==> src/rtl/data_merger_pkg.sv <==
// -----------------------------------------------------------------------------
// data_merger_pkg
// Shared project constants for the byte-stream datapath: the splitter, the
// merger and the cache datapath all agree on byte width and default word size.
// -----------------------------------------------------------------------------
package data_merger_pkg;

    localparam int BYTE_WIDTH         = 8;
    localparam int WORD_BYTES_DEFAULT = 4;

    // Width of a byte-index counter for a word of word_bytes bytes.
    // A one-byte word still needs a 1-bit counter port.
    function automatic int cnt_width(input int word_bytes);
        return (word_bytes > 1) ? $clog2(word_bytes) : 1;
    endfunction

endpackage

==> src/rtl/data_merger.sv <==
// -----------------------------------------------------------------------------
// data_merger
// Packs a stream of bytes into WORD_BYTES-byte words, big-endian bit numbering:
// the first byte of a word lands in d_out[0:7]. Inverse of the word-to-byte
// splitter.
//
// Ports
//   clk          clock, rising edge
//   rst          asynchronous, active-high reset
//   d_in         byte from upstream            (valid/ready handshake)
//   d_in_valid   upstream byte present
//   d_in_ready   byte is accepted this cycle when d_in_valid is also high
//   clear        synchronous discard of the partially assembled word
//   d_out        assembled word, held stable until consumed
//   d_out_valid  d_out holds a complete word
//   d_out_ready  downstream consumes d_out this cycle
//   fill_count   number of bytes held in the partial word
// -----------------------------------------------------------------------------
module data_merger
    import data_merger_pkg::*;
#(
    parameter int  WORD_BYTES = WORD_BYTES_DEFAULT,
    localparam int WORD_W     = BYTE_WIDTH * WORD_BYTES,
    localparam int CNT_W      = cnt_width(WORD_BYTES)
) (
    input  logic              clk,
    input  logic              rst,
    input  logic [0:BYTE_WIDTH-1] d_in,
    input  logic              d_in_valid,
    output logic              d_in_ready,
    input  logic              clear,
    output logic [0:WORD_W-1] d_out,
    output logic              d_out_valid,
    input  logic              d_out_ready,
    output logic [0:CNT_W-1]  fill_count
);

    localparam logic [0:CNT_W-1] LAST_IDX = CNT_W'(WORD_BYTES - 1);

    logic [0:WORD_W-1] partial_p0;
    logic [0:WORD_W-1] partial_next;
    logic [0:CNT_W-1]  fill_p0;
    logic [0:WORD_W-1] word_p1;
    logic              vld_p1;

    logic at_last;
    logic accept;
    logic consume;

    assign at_last = (fill_p0 == LAST_IDX);
    assign consume = vld_p1 && d_out_ready;

    // The final byte may only enter when the output register is free or is
    // being emptied this very cycle; earlier bytes never wait on downstream.
    assign d_in_ready = !clear && !(at_last && vld_p1 && !d_out_ready);
    assign accept     = d_in_valid && d_in_ready;

    // Drop the incoming byte into its slot; on the last byte this is the
    // complete word.
    always_comb begin
        partial_next = partial_p0;
        for (int k = 0; k < WORD_BYTES; k++) begin
            if (fill_p0 == CNT_W'(k)) begin
                partial_next[BYTE_WIDTH*k +: BYTE_WIDTH] = d_in;
            end
        end
    end

    // ---- stage p0: byte collection / stage p1: completed word ----
    always_ff @(posedge clk or posedge rst) begin
        if (rst) begin
            fill_p0    <= '0;
            partial_p0 <= '0;
            word_p1    <= '0;
            vld_p1     <= 1'b0;
        end else begin
            if (clear) begin
                fill_p0    <= '0;
                partial_p0 <= '0;
            end else if (accept) begin
                if (at_last) begin
                    fill_p0    <= '0;
                    partial_p0 <= '0;
                end else begin
                    fill_p0    <= fill_p0 + CNT_W'(1);
                    partial_p0 <= partial_next;
                end
            end

            // A completing word wins over consumption so back-to-back words
            // keep valid high without a bubble.
            if (accept && at_last) begin
                word_p1 <= partial_next;
                vld_p1  <= 1'b1;
            end else if (consume) begin
                vld_p1  <= 1'b0;
            end
        end
    end

    assign d_out       = word_p1;
    assign d_out_valid = vld_p1;
    assign fill_count  = fill_p0;

endmodule

==> config.mk <==
export PLATFORM = sky130hd
export DESIGN_NAME = data_merger
export DESIGN_NICKNAME = d
export VERILOG_FILES = /design/src/rtl/data_merger_pkg.sv /design/src/rtl/data_merger.sv
export SDC_FILE = /design/constraint.sdc
export NUM_CORES = 1
export LEC_CHECK = 0
export ABC_AREA = 1
export CAP_MARGIN = 20
export CORE_MARGIN = 5
export CORE_UTILIZATION = 55
export CTS_CLUSTER_DIAMETER = 200
export DETAILED_ROUTE_END_ITERATION = 16
export DONT_BUFFER_PORTS = 1
export HOLD_SLACK_MARGIN = 0.1
export PLACE_DENSITY = 0.75
export SETUP_SLACK_MARGIN = 0.2
export SYNTH_ARGS = -nofsm -noshare
export SYNTH_HDL_FRONTEND = slang
export SYNTH_SLANG_ARGS = --single-unit
export TNS_END_PERCENT = 1
==> constraint.sdc <==
create_clock -name clk -period 3.9 [get_ports clk]
set_input_delay 0.195 -clock clk [delete_from_list [all_inputs] [get_ports clk]]
set_output_delay 0.195 -clock clk [all_outputs]
set_load 0.02 [all_outputs]
==> reports/qor.yml, run 1 <==
layout:
  layout.filler_cells: 419
  area_growth_pct: 11.9
  final_nets: 365
  drive_gt1_frac: 0.0652
  antenna_cells: 0
logic_synthesis:
  yosysMostFrequentCell: "nand2_1"
  synthMuxAreaShare: 0
  async_flop_share: 1.00
  synth_warnings: 0
  synth-seq-cells: 59
  synth_top_family_by_area: "simple AND/OR/NAND/NOR gates"
  synthFlopType: "dfrtp_1"
  ys_seq_area_frac: 0.534
  netlist_instances: 340
  synth_area_leaders: "dfrtp_1 (53%), nand2_1 (14%), o21ai_0 (9.6%)"
  synth_simple_gate_area_frac: 0.216
  synthAdderAreaFrac: 0.0181
  syn-cell-area_mm2: 0.00276
  synth_compound_area_frac: 0.103
  syn_area_per_cell_um2: 8.13
  synth.largest_area_cell: "dfrtp_1"
  synth_top_area_frac: 0.534
  synth_edf_count: 0
  syn_nets: 357
  synth_cell_types: 16
  ys_top_cells_by_count: "nand2_1 (101), inv_1 (62), dfrtp_1 (59)"
  synth_xor_area_frac: 0
min_path:
  hp-class: "in -> reg"
die:
  coreArea_mm2: 0.00479
  dieHeight_um: 80.9
  num_rows: 25
  start_util: 0.577
  num_io_pins: 49
  die-area_mm2: 0.00654
  die_w_um: 80.9
global_route:
  grt_max_degree: 37
  antenna_found_initial: 0
  grt_overflow: 0
  grt_pass1_vias: 2115
  grt_pass1_wl_mm: 9.91
  grt_usage: 0.200
drt:
  vias: 2122
  vias_per_cell: 5.05
  drcViolationCount: 0
  drt-total-wl_mm: 5.79
  ant_nets: 0
  drt-wirelength-per-cell_um: 13.8
  drt_iter0_drc: 176
  first_pass_iters: 4
timing:
  fmax_ghz: 0.507
  relSlewSlack: 0.364
  fin_ws_ns: 1.93
  report.final.slew_viol_count: 0
  tightest_slew_ns: 0.952
  finalSetupTns_ns: 0
  finalCritPeriodShare: 0.506
  hold_viol: 0
  rsz0062_at_grt: "no"
  fin_skew_ns: 0.00599
  min_period_ns: 1.97
  setup_violations: 0
setup_path:
  worstPathArrival_ns: 2.24
  required_ns: 4.17
  crit_fanout: 24
  worstSetupEndpointType: "flop"
  critPathKind: "reg -> reg"
  cp-start-kind: "flop"
place:
  pre_cts_slack_ns: 1.96
  hpwl_mm: 3.90
  io_buffers: 0
  gp_congestion: 0.789
power_and_ir_drop:
  ir_drop_mv: 0.293
  powerDensity_mw_per_mm2: 512
  clkPwrFrac: 0.394
  switchingPower_uw: 455
  p_leak_nw: 1.55
  switching_share: 0.287
  pwr-share-seq: 0.501
  combPwrFrac: 0.105
  intPower_mw: 1.13
cts:
  clkSlewWorstSetupHoldPaths_ns: 0.07
  cts_buffers: 9
  post_cts_buffers: 0
  htreeDepth: 3
  cts_hold_buf: 11
  clkLatencyLatePin_ns: 0.33
  cts.sinks: 59
  cts_resized: 0
  ctsRootBufferMaster: "clkbuf_8"
  cts_tree: "yes"
  cts_buffer_depth: 2
flow_run:
  cap_violations: 0
run_status:
  status: "finished clean"
-- per-stage QoR --
step                      hold slack (ns)  cells   util  total power, mW  cell area, um^2
final                               0.129    420  0.646             1.58             3090
after CTS                           0.117    420  0.646             1.60             3090
after global placement              0.161    393  0.576            0.958             2760
after detailed placement            0.161    393  0.576            0.966             2760
after floorplan                     0.340    340      -            0.924             2760
after global routing                0.140    420  0.646             1.67             3090
-- critical path, stage by stage, from the launching register on --
cell,delay (ns)
dfrtp_1,0.50
ha_1,0.32
nor3b_4,0.82
nand3_1,0.16
nand2_1,0.11
-- cell usage in the layout, fill, tap and decap left out, drive strengths merged --
| master | synthesis | final |
|---|---|---|
| inv | 62 | 62 |
| buf | 16 | 4 |
| o21ai | 56 | 56 |
| a21oi | 1 | 1 |
| nand4 | 3 | 3 |
| dfrtp | 59 | 59 |
| clkbuf | 2 | 11 |
| ha | 4 | 4 |
| clkinv | 0 | 3 |
| bufinv | 0 | 2 |
| nor3b | 1 | 1 |
| nand2 | 101 | 101 |
| dlygate4sd3 | 0 | 11 |
| nand3 | 35 | 35 |
-- power by group through the flow --
stage,Clock (mW),Combinational (mW),Sequential (mW)
after CTS,0.634,0.169,0.796
final,0.624,0.166,0.794
after floorplan,0,0.132,0.792
after global routing,0.668,0.199,0.803
after detailed placement,0,0.159,0.807
after global placement,0,0.154,0.804
-- final timing paths --
path | depth (start not counted) | startpoint | to | slack, ns
max | 4 | fill_count[1] | partial_p0[23] | 1.93
min | 3 | clear | partial_p0[13] | 0.13
max reg2reg | 4 | fill_count[1] | partial_p0[23] | 1.93
min reg2reg | 2 | partial_p0[20] | partial_p0[20] | 0.50
max in group asynchronous | 3 | rst | partial_p0[18] | 2.72
min in group asynchronous | 2 | rst | partial_p0[13] | 0.37
-- registers in the layout, summed over array words and instances (netlist names) --
name	count
d_out_valid	1
partial_p0	24
fill_count	2
d_out	32
-- layout make-up --
type	instances	area, um^2	area share
Sequential cell	59	1480	0.478
Inverter	62	233	0.0753
Multi-Input combinational cell	201	932	0.301
Tap cell	67	83.8	0.0271
Timing Repair Buffer	15	140	0.0453
Clock buffer	11	151	0.0490
Clock inverter	5	75.1	0.0243
-- logic make-up after synthesis --
| kind of cell | after synthesis |
|---|---|
| adders and majority gates | 4 |
| AOI/OAI and AO/OA | 57 |
| buffers and inverters | 80 |
| DFF | 59 |
| and+or+nand+nor | 140 |
-- routing by layer --
layer / part of all wire / global-route usage
met5: 0 / 0
met4: 0.027 / 0.103
met3: 0.061 / 0.0599
met2: 0.45 / 0.305
met1: 0.47 / 0.258
No activity file was read; power rests on OpenSTA's default activity.
==> inputs of run 2 (changes only) <==
--- a/config.mk
+++ b/config.mk
@@ -5,7 +5,7 @@
 export SDC_FILE = /design/constraint.sdc
 export NUM_CORES = 1
 export LEC_CHECK = 0
-export ABC_AREA = 1
+export ABC_AREA = 0
 export CAP_MARGIN = 20
 export CORE_MARGIN = 5
 export CORE_UTILIZATION = 55
@@ -13,7 +13,7 @@
 export DETAILED_ROUTE_END_ITERATION = 16
 export DONT_BUFFER_PORTS = 1
 export HOLD_SLACK_MARGIN = 0.1
-export PLACE_DENSITY = 0.75
+export PLACE_DENSITY = 0.78
 export SETUP_SLACK_MARGIN = 0.2
 export SYNTH_ARGS = -nofsm -noshare
 export SYNTH_HDL_FRONTEND = slang
==> constraint.sdc (replaced) <==
create_clock -name clk -period 1.75 [get_ports clk]
set_input_delay 0.0875 -clock clk [delete_from_list [all_inputs] [get_ports clk]]
set_output_delay 0.0875 -clock clk [all_outputs]
set_load 0.02 [all_outputs]
==> run 2 against run 1 <==
Global-route usage up 0.12 points. Synthesized cell count down 47%. Final area up 7.3%. Clock skew up 0.0045 ns. Routed wire length up 4.0%. Register-to-register slack worse by 1.7 ns. Synthesized area down 0.68%. Highest routed layer unchanged.
==> reports/qor.yml, run 2 <==
timing:
  fin_skew_ns: 0.0105
  min_period_ns: 1.57
  report.final.slew_viol_count: 0
  relSlewSlack: 0.589
  fmax_ghz: 0.639
  tightest_slew_ns: 0.615
  rsz0062_at_grt: "yes"
  finalCritPeriodShare: 0.895
  hold_viol: 0
  setup_violations: 0
global_route:
  antenna_found_initial: 0
  grt_max_degree: 35
  grt_pass1_vias: 1764
  grt_overflow: 0
  grt_usage: 0.201
  grt_pass1_wl_mm: 9.70
setup_path:
  rrSetupSlack_ns: 0.18
  ff2ff_path_depth: 5
  reg2reg_to: "d_out[5]"
  critPathMaxStageDelay_ns: 0.47
  required_ns: 1.97
  path_cells: "inv_4 > ha_4 > buf_12 > mux2_2 > mux2_4"
  crit_slowest_cell: "dfrtp_2"
  critPathKind: "reg -> reg"
  worstPathArrival_ns: 1.79
  crit_fanout: 5
  regToRegStartpoint: "fill_count[0]"
  worstSetupEndpointType: "flop"
  cp-start-kind: "flop"
layout:
  final_cell_mix: "dfrtp_1 (57), mux2_4 (29), mux2_2 (27), a22o_1 (24), dlygate4sd3_1 (12)"
  layout.filler_cells: 299
  final_common_cell: "dfrtp_1"
  antenna_cells: 0
  multi_input_area_mm2: 0.00125
  drive_gt1_frac: 0.493
  area_growth_pct: 20.9
  design_area_mm2: 0.00332
  largest_reg_flops: 32
  ff_latch_area_mm2: 0.00148
  finish.utilization: 0.693
  final_nets: 221
logic_synthesis:
  synth_edf_count: 0
  syn_area_per_cell_um2: 15.2
  syn_nets: 197
  ys_seq_area_frac: 0.538
  async_flop_share: 1.00
  synthFlopType: "dfrtp_1"
  synth.largest_area_cell: "dfrtp_1"
  synth-seq-cells: 59
  synth_warnings: 0
  synth_area_leaders: "dfrtp_1 (54%), mux2_4 (16%), mux2_2 (11%)"
  synth_cell_types: 23
  ys_top_cells_by_count: "dfrtp_1 (59), mux2_4 (29), mux2_2 (27)"
  yosysMostFrequentCell: "dfrtp_1"
  netlist_instances: 180
  synth_top_area_frac: 0.538
  syn-cell-area_mm2: 0.00274
drt:
  drcViolationCount: 0
  vias_per_cell: 5.86
  drt-total-wl_mm: 6.02
  drt_iter0_drc: 85
  drt-wirelength-per-cell_um: 21.8
  ant_nets: 0
  vias: 1618
  first_pass_iters: 4
die:
  die_w_um: 80.6
  dieHeight_um: 80.6
  coreArea_mm2: 0.00479
  num_rows: 25
  die-area_mm2: 0.00650
  start_util: 0.573
  num_io_pins: 49
power_and_ir_drop:
  ir_drop_mv: 0.552
  powerDensity_mw_per_mm2: 1050
  p_leak_nw: 1.66
  p_total_mw: 3.49
place:
  hpwl_mm: 3.88
  dpl-instance-area_mm2: 0.00282
  gp_congestion: 0.773
  io_buffers: 0
cts:
  clkSlewWorstSetupHoldPaths_ns: 0.07
  cts_buffers: 9
  ctsRootBufferMaster: "clkbuf_8"
  cts.sinks: 59
  cts_buffer_depth: 2
  htreeDepth: 3
  clkLatencyLatePin_ns: 0.33
  cts_tree: "yes"
min_path:
  holdPathEnd: "fill_count[1]"
  hold_depth: 3
  min_from: "d_out_ready"
  hp-class: "in -> reg"
run_status:
  status: "finished clean"
flow_run:
  cap_violations: 0
run 2: metrics by stage:
stage / cells / hold WS, ns / setup WS (ns) / TNS (ns)
after floorplan: 180 / 0.187 / 0.134 / 0
after global placement: 241 / 0.0408 / 0.0226 / 0
after detailed placement: 241 / 0.0582 / -0.0647 / -0.444
after CTS: 272 / 0.124 / 0.175 / 0
after global routing: 276 / 0.111 / 0.133 / 0
final: 276 / 0.0942 / 0.184 / 0
run 2: layout make-up:
class / instances / share of cell area
clock buffer: 9 / 0.0373
clock inverter: 7 / 0.0302
inverter: 3 / 0.00604
multi-input combinational: 106 / 0.377
sequential: 59 / 0.446
tap: 67 / 0.0253
timing repair buffer: 25 / 0.0781
run 2: what timing repair did:
action,4_1_cts,5_1_grt
resized for setup,18,4
hold buffers,12,0
hold endpoints to repair,87,0
setup buffers,3,4
endpoints found under the setup margin,49,49
pin swaps,1,5
run 2: cell families (layout without fill, tap and decap cells):
group / after synthesis / after routing / synth area share
compound gates: 32 / 32 / 0.0990
fa+ha+maj: 4 / 4 / 0.0182
buf+inv: 15 / 44 / 0.0360
flops: 59 / 59 / 0.538
mux: 56 / 56 / 0.269
simple gates: 14 / 14 / 0.0392
run 2: per-layer routing:
layer  vias to the layer above  part of all wire  global-route usage
met5                         -                 0                   0
li1                        705                 -                   -
met3                        13             0.059              0.0729
met2                        45              0.49               0.329
met4                         0             0.018              0.0507
met1                       855              0.43               0.254
run 2: worst max-delay path by stage:
| stage | from | to | slack [ns] |
|---|---|---|---|
| 3_3_place_gp | fill_count[1] | d_out[5] | 0.02 |
| 6_report | fill_count[0] | d_out[5] | 0.18 |
| 3_5_place_dp | fill_count[0] | d_out[6] | -0.06 |
| 5_1_grt | d_out_valid | d_out[1] | 0.13 |
| 2_1_floorplan | fill_count[0] | d_out[10] | 0.13 |
| 4_1_cts | fill_count[0] | d_in_ready | 0.18 |
run 2: report_power, final:
part | switching, mW | internal [mW]
Clock | 0.577 | 0.808
Sequential | 0.193 | 1.47
Combinational | 0.184 | 0.257
Total | 0.953 | 2.54
run 2: worst max-delay path, delay by kind of cell, from the launching register on:
| kind | cells | cell delay, ns |
|---|---|---|
| adder cells (fa/ha/maj) | 1 | 0.16 |
| buffers and inverters | 2 | 0.23 |
| flip-flops | 1 | 0.47 |
| multiplexers | 2 | 0.60 |
